<file path="src/rtl/tawas_rcn_pkg.sv">
// Shared RCN ring definitions: packet field positions, packet width,
// the data word returned on a local-port timeout, and the responder FSM states.
package tawas_rcn_pkg;

  localparam int RCN_W       = 69;
  localparam int RCN_VALID   = 68;
  localparam int RCN_REQ     = 67;
  localparam int RCN_WR      = 66;
  localparam int RCN_ID_HI   = 65;
  localparam int RCN_ID_LO   = 60;
  localparam int RCN_MASK_HI = 59;
  localparam int RCN_MASK_LO = 56;
  localparam int RCN_ADDR_HI = 55;
  localparam int RCN_ADDR_LO = 34;
  localparam int RCN_SEQ_HI  = 33;
  localparam int RCN_SEQ_LO  = 32;
  localparam int RCN_DATA_HI = 31;
  localparam int RCN_DATA_LO = 0;

  localparam logic [31:0] RCN_TIMEOUT_DATA = 32'hDEAD_DEAD;

  typedef enum logic {
    SLV_IDLE   = 1'b0,
    SLV_ACCESS = 1'b1
  } slv_state_e;

  // Word-aligned byte address carried by a packet.
  function automatic logic [23:0] rcn_byte_addr(input logic [RCN_W-1:0] pkt);
    return {pkt[RCN_ADDR_HI:RCN_ADDR_LO], 2'b00};
  endfunction

endpackage

</file>
<file path="src/rtl/tawas_rcn_slave_fifo.sv">
// Request queue for the RCN responder: synchronous FIFO of ring packets.
// Pointers carry one extra wrap bit so full and empty are unambiguous.
// The head entry is visible combinationally so it can stay queued while served.
module tawas_rcn_slave_fifo
  import tawas_rcn_pkg::*;
#(
  parameter int DEPTH = 4
) (
  input  logic                 clk,
  input  logic                 rst,
  input  logic                 push,
  input  logic [RCN_W-1:0]     din,
  input  logic                 pop,
  output logic [RCN_W-1:0]     head,
  output logic                 full,
  output logic                 empty
);

  localparam int AW = $clog2(DEPTH);

  logic [RCN_W-1:0] mem_q [DEPTH];
  logic [AW:0]      wr_ptr_q, wr_ptr_d;
  logic [AW:0]      rd_ptr_q, rd_ptr_d;
  logic             do_push, do_pop;

  assign empty = (wr_ptr_q == rd_ptr_q);
  assign full  = (wr_ptr_q[AW] != rd_ptr_q[AW]) &&
                 (wr_ptr_q[AW-1:0] == rd_ptr_q[AW-1:0]);
  assign head  = mem_q[rd_ptr_q[AW-1:0]];

  // Pointer update; a push into a full queue is only taken when a pop frees a slot.
  always_comb begin
    do_push  = push & (~full | pop);
    do_pop   = pop & ~empty;
    wr_ptr_d = wr_ptr_q + {{AW{1'b0}}, do_push};
    rd_ptr_d = rd_ptr_q + {{AW{1'b0}}, do_pop};
  end

  // Pointer registers.
  always_ff @(posedge clk) begin
    if (rst) begin
      wr_ptr_q <= '0;
      rd_ptr_q <= '0;
    end else begin
      wr_ptr_q <= wr_ptr_d;
      rd_ptr_q <= rd_ptr_d;
    end
  end

  // Storage write; contents need no reset because the pointers gate visibility.
  always_ff @(posedge clk) begin
    if (do_push) begin
      mem_q[wr_ptr_q[AW-1:0]] <= din;
    end
  end

endmodule

</file>
<file path="src/rtl/tawas_rcn_slave_buf.sv">
// RCN ring responder with a request queue. Decodes requests for this node,
// queues them, runs them one at a time on the local port and inserts the
// responses back into free ring slots.
// Optional feature macro: TAWAS_RCN_SLAVE_TIMEOUT_EN (local-port wait limit).
module tawas_rcn_slave_buf
  import tawas_rcn_pkg::*;
#(
  parameter logic [23:0] ADDR_MASK      = 24'hFF0000,
  parameter logic [23:0] ADDR_BASE      = 24'h010000,
  parameter int          FIFO_DEPTH     = 4,
  parameter int          TIMEOUT_CYCLES = 255
) (
  input  logic        clk,
  input  logic        rst,
  input  logic [68:0] rcn_in,
  output logic [68:0] rcn_out,
  output logic        cs,
  output logic        wr,
  output logic [23:0] addr,
  output logic [3:0]  mask,
  output logic [31:0] wdata,
  input  logic        ack,
  input  logic [31:0] rdata
);

  logic             hit, push, pop;
  logic             fifo_full, fifo_empty;
  logic [RCN_W-1:0] head;
  logic [RCN_W-1:0] rcn_out_q, rcn_out_d;
  logic [RCN_W-1:0] resp_q, resp_d;
  logic             resp_take, done;
  logic [31:0]      resp_data;
  slv_state_e       state_q, state_d;
  logic             wr_q, wr_d;
  logic [23:0]      addr_q, addr_d;
  logic [3:0]       mask_q, mask_d;
  logic [31:0]      wdata_q, wdata_d;

`ifdef TAWAS_RCN_SLAVE_TIMEOUT_EN
  localparam int TMO_W = $clog2(TIMEOUT_CYCLES + 1);
  logic [TMO_W-1:0] tmo_q, tmo_d;
`endif

  assign hit  = rcn_in[RCN_VALID] & rcn_in[RCN_REQ] &
                ((rcn_byte_addr(rcn_in) & ADDR_MASK) == ADDR_BASE);
  assign push = hit & ~fifo_full;

  assign rcn_out = rcn_out_q;
  assign cs      = (state_q == SLV_ACCESS);
  assign wr      = wr_q;
  assign addr    = addr_q;
  assign mask    = mask_q;
  assign wdata   = wdata_q;

  // The head stays queued while it is being served, so the in-flight request
  // occupies a queue entry and its fields remain available for the response.
  tawas_rcn_slave_fifo #(
    .DEPTH (FIFO_DEPTH)
  ) u_fifo (
    .clk   (clk),
    .rst   (rst),
    .push  (push),
    .din   (rcn_in),
    .pop   (pop),
    .head  (head),
    .full  (fifo_full),
    .empty (fifo_empty)
  );

  // Ring mux: forward anything not consumed, else fill the free slot with a response.
  always_comb begin
    rcn_out_d = '0;
    resp_take = 1'b0;
    if (rcn_in[RCN_VALID] && !push) begin
      rcn_out_d = rcn_in;
    end else if (resp_q[RCN_VALID]) begin
      rcn_out_d = resp_q;
      resp_take = 1'b1;
    end
  end

  // Local-port FSM: start an access from the queue head, finish on ack (or timeout).
  always_comb begin
    state_d   = state_q;
    wr_d      = wr_q;
    addr_d    = addr_q;
    mask_d    = mask_q;
    wdata_d   = wdata_q;
    done      = 1'b0;
    pop       = 1'b0;
    resp_data = rdata;
    resp_d    = resp_q;
`ifdef TAWAS_RCN_SLAVE_TIMEOUT_EN
    tmo_d     = '0;
`endif
    if (resp_take) begin
      resp_d = '0;
    end
    case (state_q)
      SLV_IDLE: begin
        // Queued entries are always valid requests; the check keeps a stale slot from issuing.
        if (!fifo_empty && !resp_q[RCN_VALID] && head[RCN_VALID] && head[RCN_REQ]) begin
          state_d = SLV_ACCESS;
          wr_d    = head[RCN_WR];
          addr_d  = rcn_byte_addr(head);
          mask_d  = head[RCN_MASK_HI:RCN_MASK_LO];
          wdata_d = head[RCN_DATA_HI:RCN_DATA_LO];
        end
      end
      SLV_ACCESS: begin
        if (ack) begin
          done      = 1'b1;
          resp_data = head[RCN_WR] ? head[RCN_DATA_HI:RCN_DATA_LO] : rdata;
        end
`ifdef TAWAS_RCN_SLAVE_TIMEOUT_EN
        else if (tmo_q == TMO_W'(TIMEOUT_CYCLES - 1)) begin
          done      = 1'b1;
          resp_data = RCN_TIMEOUT_DATA;
        end else begin
          tmo_d = tmo_q + 1'b1;
        end
`endif
      end
      default: state_d = SLV_IDLE;
    endcase
    if (done) begin
      state_d = SLV_IDLE;
      pop     = 1'b1;
      resp_d  = {1'b1, 1'b0, head[RCN_WR:RCN_SEQ_LO], resp_data};
    end
  end

  // State, local-port and ring registers.
  always_ff @(posedge clk) begin
    if (rst) begin
      state_q   <= SLV_IDLE;
      wr_q      <= 1'b0;
      addr_q    <= '0;
      mask_q    <= '0;
      wdata_q   <= '0;
      resp_q    <= '0;
      rcn_out_q <= '0;
`ifdef TAWAS_RCN_SLAVE_TIMEOUT_EN
      tmo_q     <= '0;
`endif
    end else begin
      state_q   <= state_d;
      wr_q      <= wr_d;
      addr_q    <= addr_d;
      mask_q    <= mask_d;
      wdata_q   <= wdata_d;
      resp_q    <= resp_d;
      rcn_out_q <= rcn_out_d;
`ifdef TAWAS_RCN_SLAVE_TIMEOUT_EN
      tmo_q     <= tmo_d;
`endif
    end
  end

endmodule

</file>
<file path="config.mk">
export PLATFORM = sky130hd
export DESIGN_NAME = tawas_rcn_slave_buf
export DESIGN_NICKNAME = d
export VERILOG_FILES = /design/src/rtl/tawas_rcn_pkg.sv /design/src/rtl/tawas_rcn_slave_fifo.sv /design/src/rtl/tawas_rcn_slave_buf.sv
export SDC_FILE = /design/constraint.sdc
export NUM_CORES = 1
export LEC_CHECK = 0
export BUFFER_PORTS_ARGS = -buffer_cell sky130_fd_sc_hd__buf_2
export CAP_MARGIN = 10
export CORE_MARGIN = 2
export CORE_UTILIZATION = 52
export DETAILED_ROUTE_END_ITERATION = 16
export GPL_ROUTABILITY_DRIVEN = 0
export PLACE_DENSITY = 0.86
export SYNTH_ARGS = -nofsm -noshare
export SYNTH_HDL_FRONTEND = slang
export SYNTH_SLANG_ARGS = --single-unit
</file>
<file path="constraint.sdc">
create_clock -name clk -period 7.3 [get_ports clk]
set_input_delay 1.095 -clock clk [delete_from_list [all_inputs] [get_ports clk]]
set_output_delay 1.095 -clock clk [all_outputs]
set_load 0.05 [all_outputs]
</file>
* After elaboration in Yosys (flattened, before gate mapping)
Memories as Yosys holds them, arrays and structs flattened. A register that Yosys moved wholly into a read port is not among the register bits.
Cells that the tools add are included.
** Word-level totals
- Register bits after elaboration :: 203
- Bits in writable memories :: 276
- Bits of input ports :: 104
- Memories kept :: 1
** Cells by class
- Add/sub/neg operators :: 2
- Equality and inequality tests :: 4
- Muxes and demuxes :: 17
- Bitwise gates (word level) :: 9
- Reductions and logical operators :: 11
** Memories
- u_fifo.mem_q :: words 4, width 69, rd ports 1, clocked after Yosys merged registers in 1, write ports 1, RTL line tawas_rcn_slave_fifo.sv:21 : logic [RCN_W-1:0] mem_q [DEPTH];
** Operators with widths (count)
- 2-to-1 mux 69 bit :: 4
- 2-to-1 mux 32 bit :: 3
- 2-to-1 mux 1 bit :: 9
- == test 8 x 1 -> 1 bit (second input constant) :: 1
- adder 3 x 1 -> 3 bit :: 2
- AND 1 bit :: 5
- logical AND 1 bit :: 5
- == test 3 bit :: 1
- zero test 1 bit :: 3
- inverter 1 bit :: 3
- == test 2 bit :: 1
- 2-to-1 mux 2 bit :: 1
- AND reduction 2 bit :: 1
- nonzero test 2 bit :: 1
- OR reduction 2 bit :: 1
- != test 1 bit :: 1
- OR 1 bit :: 1

* Logic depth before layout (Yosys ltp)
- Depth after elaboration :: 9
- Gate-level depth with buffers :: 9
- Depth with buffers taken out :: 8

* Cells and area by module
A second synthesis with hierarchy kept.
** Second synthesis, totals
- Cell total of the unflattened synthesis :: 1330
- Area, all modules :: 18491.5 um^2
** By module, submodules not included
- tawas_rcn_slave_fifo :: times used 1, cells an instance 393, area an instance 10279.9 um^2
- tawas_rcn_slave_buf :: times used 1, cells an instance 937, area an instance 8211.6 um^2

* Worst setup path after synthesis
No wires, ideal clock.
- Kind :: input to register
- From :: in rcn_in[49]
- To :: mem u_fifo.mem_q[2][0], enable pin
- Data arrival time :: 6.968 ns
- Required time :: 6.705 ns
- Slack :: -0.263 ns
- Cell stages on the path :: 4
- Path buffers :: 0
- Cells stage by stage :: or4b_4 > nor2_2 > nand3_1 > nor3b_1
** Between the ends
- Longest elaborated chain between the ends :: 6
** Ends and longest elaborated chain
- start: declaration :: RTL line tawas_rcn_slave_buf.sv:15 : input logic [68:0] rcn_in,
- == test 8 x 1 -> 1 bit :: RTL line tawas_rcn_slave_buf.sv:45 : ((rcn_byte_addr(rcn_in) & ADDR_MASK) == ADDR_BASE);
- AND 1 bit :: RTL line tawas_rcn_slave_buf.sv:44 : assign hit = rcn_in[RCN_VALID] & rcn_in[RCN_REQ] &
- AND 1 bit :: RTL line tawas_rcn_slave_buf.sv:46 : assign push = hit & ~fifo_full;
- AND 1 bit :: RTL line tawas_rcn_slave_fifo.sv:33 : do_push = push & (~full | pop);
- 2-to-1 mux 1 bit :: RTL line tawas_rcn_slave_fifo.sv:52 : if (do_push) begin
- 2-to-1 mux 1 bit (implied by the code) :: RTL line tawas_rcn_slave_fifo.sv:53 : mem_q[wr_ptr_q[AW-1:0]] <= din;
- end: declaration :: RTL line tawas_rcn_slave_fifo.sv:21
Every way passes these cells.

* Worst setup path after layout
- From :: in rcn_in[50]
- To :: mem u_fifo.mem_q[2][22], enable pin
Same word-level chain as after synthesis.

==> run_results.csv <==
group,metric,value,unit
yosys,ys_seq_area_frac,0.694,
yosys,ys_types,39,
global_routing,grt_max_degree,81,
setup_path,cp_num_buf_inv,2,
sta,finalHoldViolations,0,
yosys,async_flop_share,0,
floorplanning,dieWidth,189,um
sta,skew,0.0261,ns
clock_network,clockBufferDepth,3,
power_and_ir_drop,irDropWorstVdd,0.000197,V
yosys,synth_seq_cells,479,
global_routing,grt_pass1_wl,65.5,mm
setup_path,worstPathMaxFanout,27,
setup_path,max_stage_delay,1.01,ns
floorplanning,rows,67,
floorplanning,io_pins,235,
setup_path,worst_setup_path_start_kind,"primary input",
clock_network,post_cts_buffers,0,
yosys,netlist.area_leader.share,0.466,
sta,fin_crit,3.75,ns
clock_network,clk_latency,0.55,ns
yosys,netlist_instances,1180,
yosys,synth-edff-count,276,
layout,fill_cells,2369,
sta,max_slew_margin,0.162,
setup_path,arrival,3.93,ns
yosys,yosys_warnings,0,
setup_path,worst_path_max_delay_cell,"nor3b_4",
global_routing,globalRouteOverflowTotal,0,
clock_network,cts_num_sinks,479,
floorplanning,core_area,33600,um^2
setup_path,crit_path_end_kind,"register",
power_and_ir_drop,p_per_area,266,nW/um^2
sta,grt_setup_unrepaired,"no",
yosys,syn_area_per_cell,15.1,um^2
sta,slew_violations,0,
clock_network,cts_resized,0,
yosys,syn_area,17800,um^2
floorplanning,die_area,35700,um^2
layout,area_growth,17.5,%
sta,setup_ws,3.55,ns
routing,drt-vias-per-instance,5.95,
setup_path,required,7.48,ns
yosys,synth_top_area_cell,"edfxtp_1",
floorplanning,initial_core_util,0.530,
placement,dpl.hpwl,24.8,mm
power_and_ir_drop,p_leak,0.00765,uW
layout,instances_no_fill,1866,
global_routing,grt_pass1_vias,11609,
routing,firstDrtPassIters,5,
sta,worst-slew-pin-transition,1.26,ns
floorplanning,die_h,189,um
flow_run,max_cap_viol_count,0,
sta,setup_viol,0,
status,status,"completed",
routing,num_vias,11103,
placement,io_buffers,232,
routing,drc,0,
placement,preCtsSetupSlack,3.02,ns
sta,clock.fmax,267,MHz
clock_network,clk_pin_slew,0.06,ns
routing,drtIter0Drc,1045,
global_routing,antenna_found_initial,3,
sta,tns,0,ns
setup_path,path_class,"primary input to register",
routing,wl,42.8,mm
yosys,synth_flop_cell,"edfxtp_1",
routing,ant_nets,0,
clock_network,cts_hold_buf,0,
worst_hold_path,min_path_type,"register to register",
layout,drive_above_1_share,0.290,
layout,nets,1486,
clock_network,cts_htree_levels,2,
global_routing,grtUsageTotal,0.238,
routing,routedWlPerCell,22.9,um
clock_network,clockRootBuffer,"clkbuf_16",
setup_path,crit_chain,"buf_2, nor4_1, nand3_1, nor3b_4, buf_4",
clock_network,cts_tree,"done",
setup_path,cpLargestDelayFamily,"simple AND/OR/NAND/NOR gates",
yosys,synth_area_leaders,"edfxtp_1 47%, dfxtp_1 23%, mux4_2 8.7%, mux2i_1 5.6%, nand3_1 3.6%",
placement,post-place-cells,1776,
sta,period_share,0.513,
clock_network,cts-buffers-inserted,47,
## report_power, final
group | switching (uW) | internal [uW] | total [uW]
Clock | 1010 | 1490 | 2500
Combinational | 149 | 51.6 | 201
Sequential | 4.12 | 2860 | 2870
## final timing paths
| path | from | to | slack, ns | cells past startpoint |
|---|---|---|---|---|
| worst max-delay path | rcn_in[50] | u_fifo.mem_q[2][22] | 3.55 | 5 |
| worst min-delay path | resp_q[21] | rcn_out[21] | 0.46 | 2 |
| worst max register to register | u_fifo.rd_ptr_q[0] | u_fifo.mem_q[2][22] | 3.72 | 5 |
| worst min register to register | resp_q[21] | rcn_out[21] | 0.46 | 2 |
## worst min-delay path: cells and delay by family (launching register included)
| family | cells | cell delay (ns) |
|---|---|---|
| flops | 1 | 0.30 |
| mux | 1 | 0.05 |
| simple gates | 1 | 0.06 |
## per-layer routing
layer | global-route usage | up-vias | share of wire
met5 | 0 | - | 0.00058
met4 | 0.0941 | 4 | 0.035
met3 | 0.0424 | 103 | 0.073
met2 | 0.404 | 521 | 0.50
met1 | 0.304 | 5571 | 0.39
li1 | - | 4904 | -
## layout by cell type, fill, tap and decap left out, types with 10 or more instances in the layout
master and n:
edfxtp_1 276, mux4_2 69, nand3_1 127, buf_2 231, o2bb2ai_1 32, dfxtp_1 200, clkbuf_16 51, nand2_1 73
clkbuf_1 10, o21ai_0 49, o21ai_1 10, mux2i_1 99, a22o_1 35, buf_4 15, a21oi_1 60
## synthesized netlist by cell type, drive strengths merged, types with 6 or more instances
master and count:
mux4 69, mux2i 99, nand2 73, dfxtp 203, buf 40, edfxtp 276, o21ai 59, a21oi 61
a22o 35, o2bb2ai 32, clkbuf 59, nand3 128, inv 6
## state kept, by name, indices dropped and copies added, names as in the netlist
| register | count |
|---|---|
| addr | 22 |
| u_fifo.rd_ptr_q | 3 |
| u_fifo.wr_ptr_q | 3 |
| rcn_out | 69 |
| cs | 1 |
| wr | 1 |
| mask | 4 |
| resp_q | 68 |
| wdata | 32 |
| u_fifo.mem_q | 276 |
## kinds of logic after synthesis
logic type,synth area share
mux,0.143
flops,0.694
compound gates,0.0701
simple gates,0.0599
fa+ha+maj,0.00281
buf+inv,0.0268
xor+xnor,0.00330
other cells,0.000211
## layout make-up
cell class                 instances  area, um^2  share of cell area
antenna                            1        2.50            0.000120
clock buffer                      64        1360              0.0648
clock inverter                    24         263              0.0126
inverter                           6        25.0             0.00120
multi-input combinational        597        5060               0.242
sequential                       479       12400               0.591
tap                              448         561              0.0268
timing repair buffer             247        1290              0.0616
## metrics by stage
stage	utilization	cell area [um^2]	power [uW]	hold WS (ns)
floorplan	-	17800	3040	0.432
global placement	0.573	19300	3120	0.444
detailed placement	0.573	19300	3130	0.446
CTS	0.622	20900	5600	0.466
global route	0.622	20900	5710	0.475
finish	0.622	20900	5570	0.465
No activity file was read; power rests on OpenSTA's default activity.
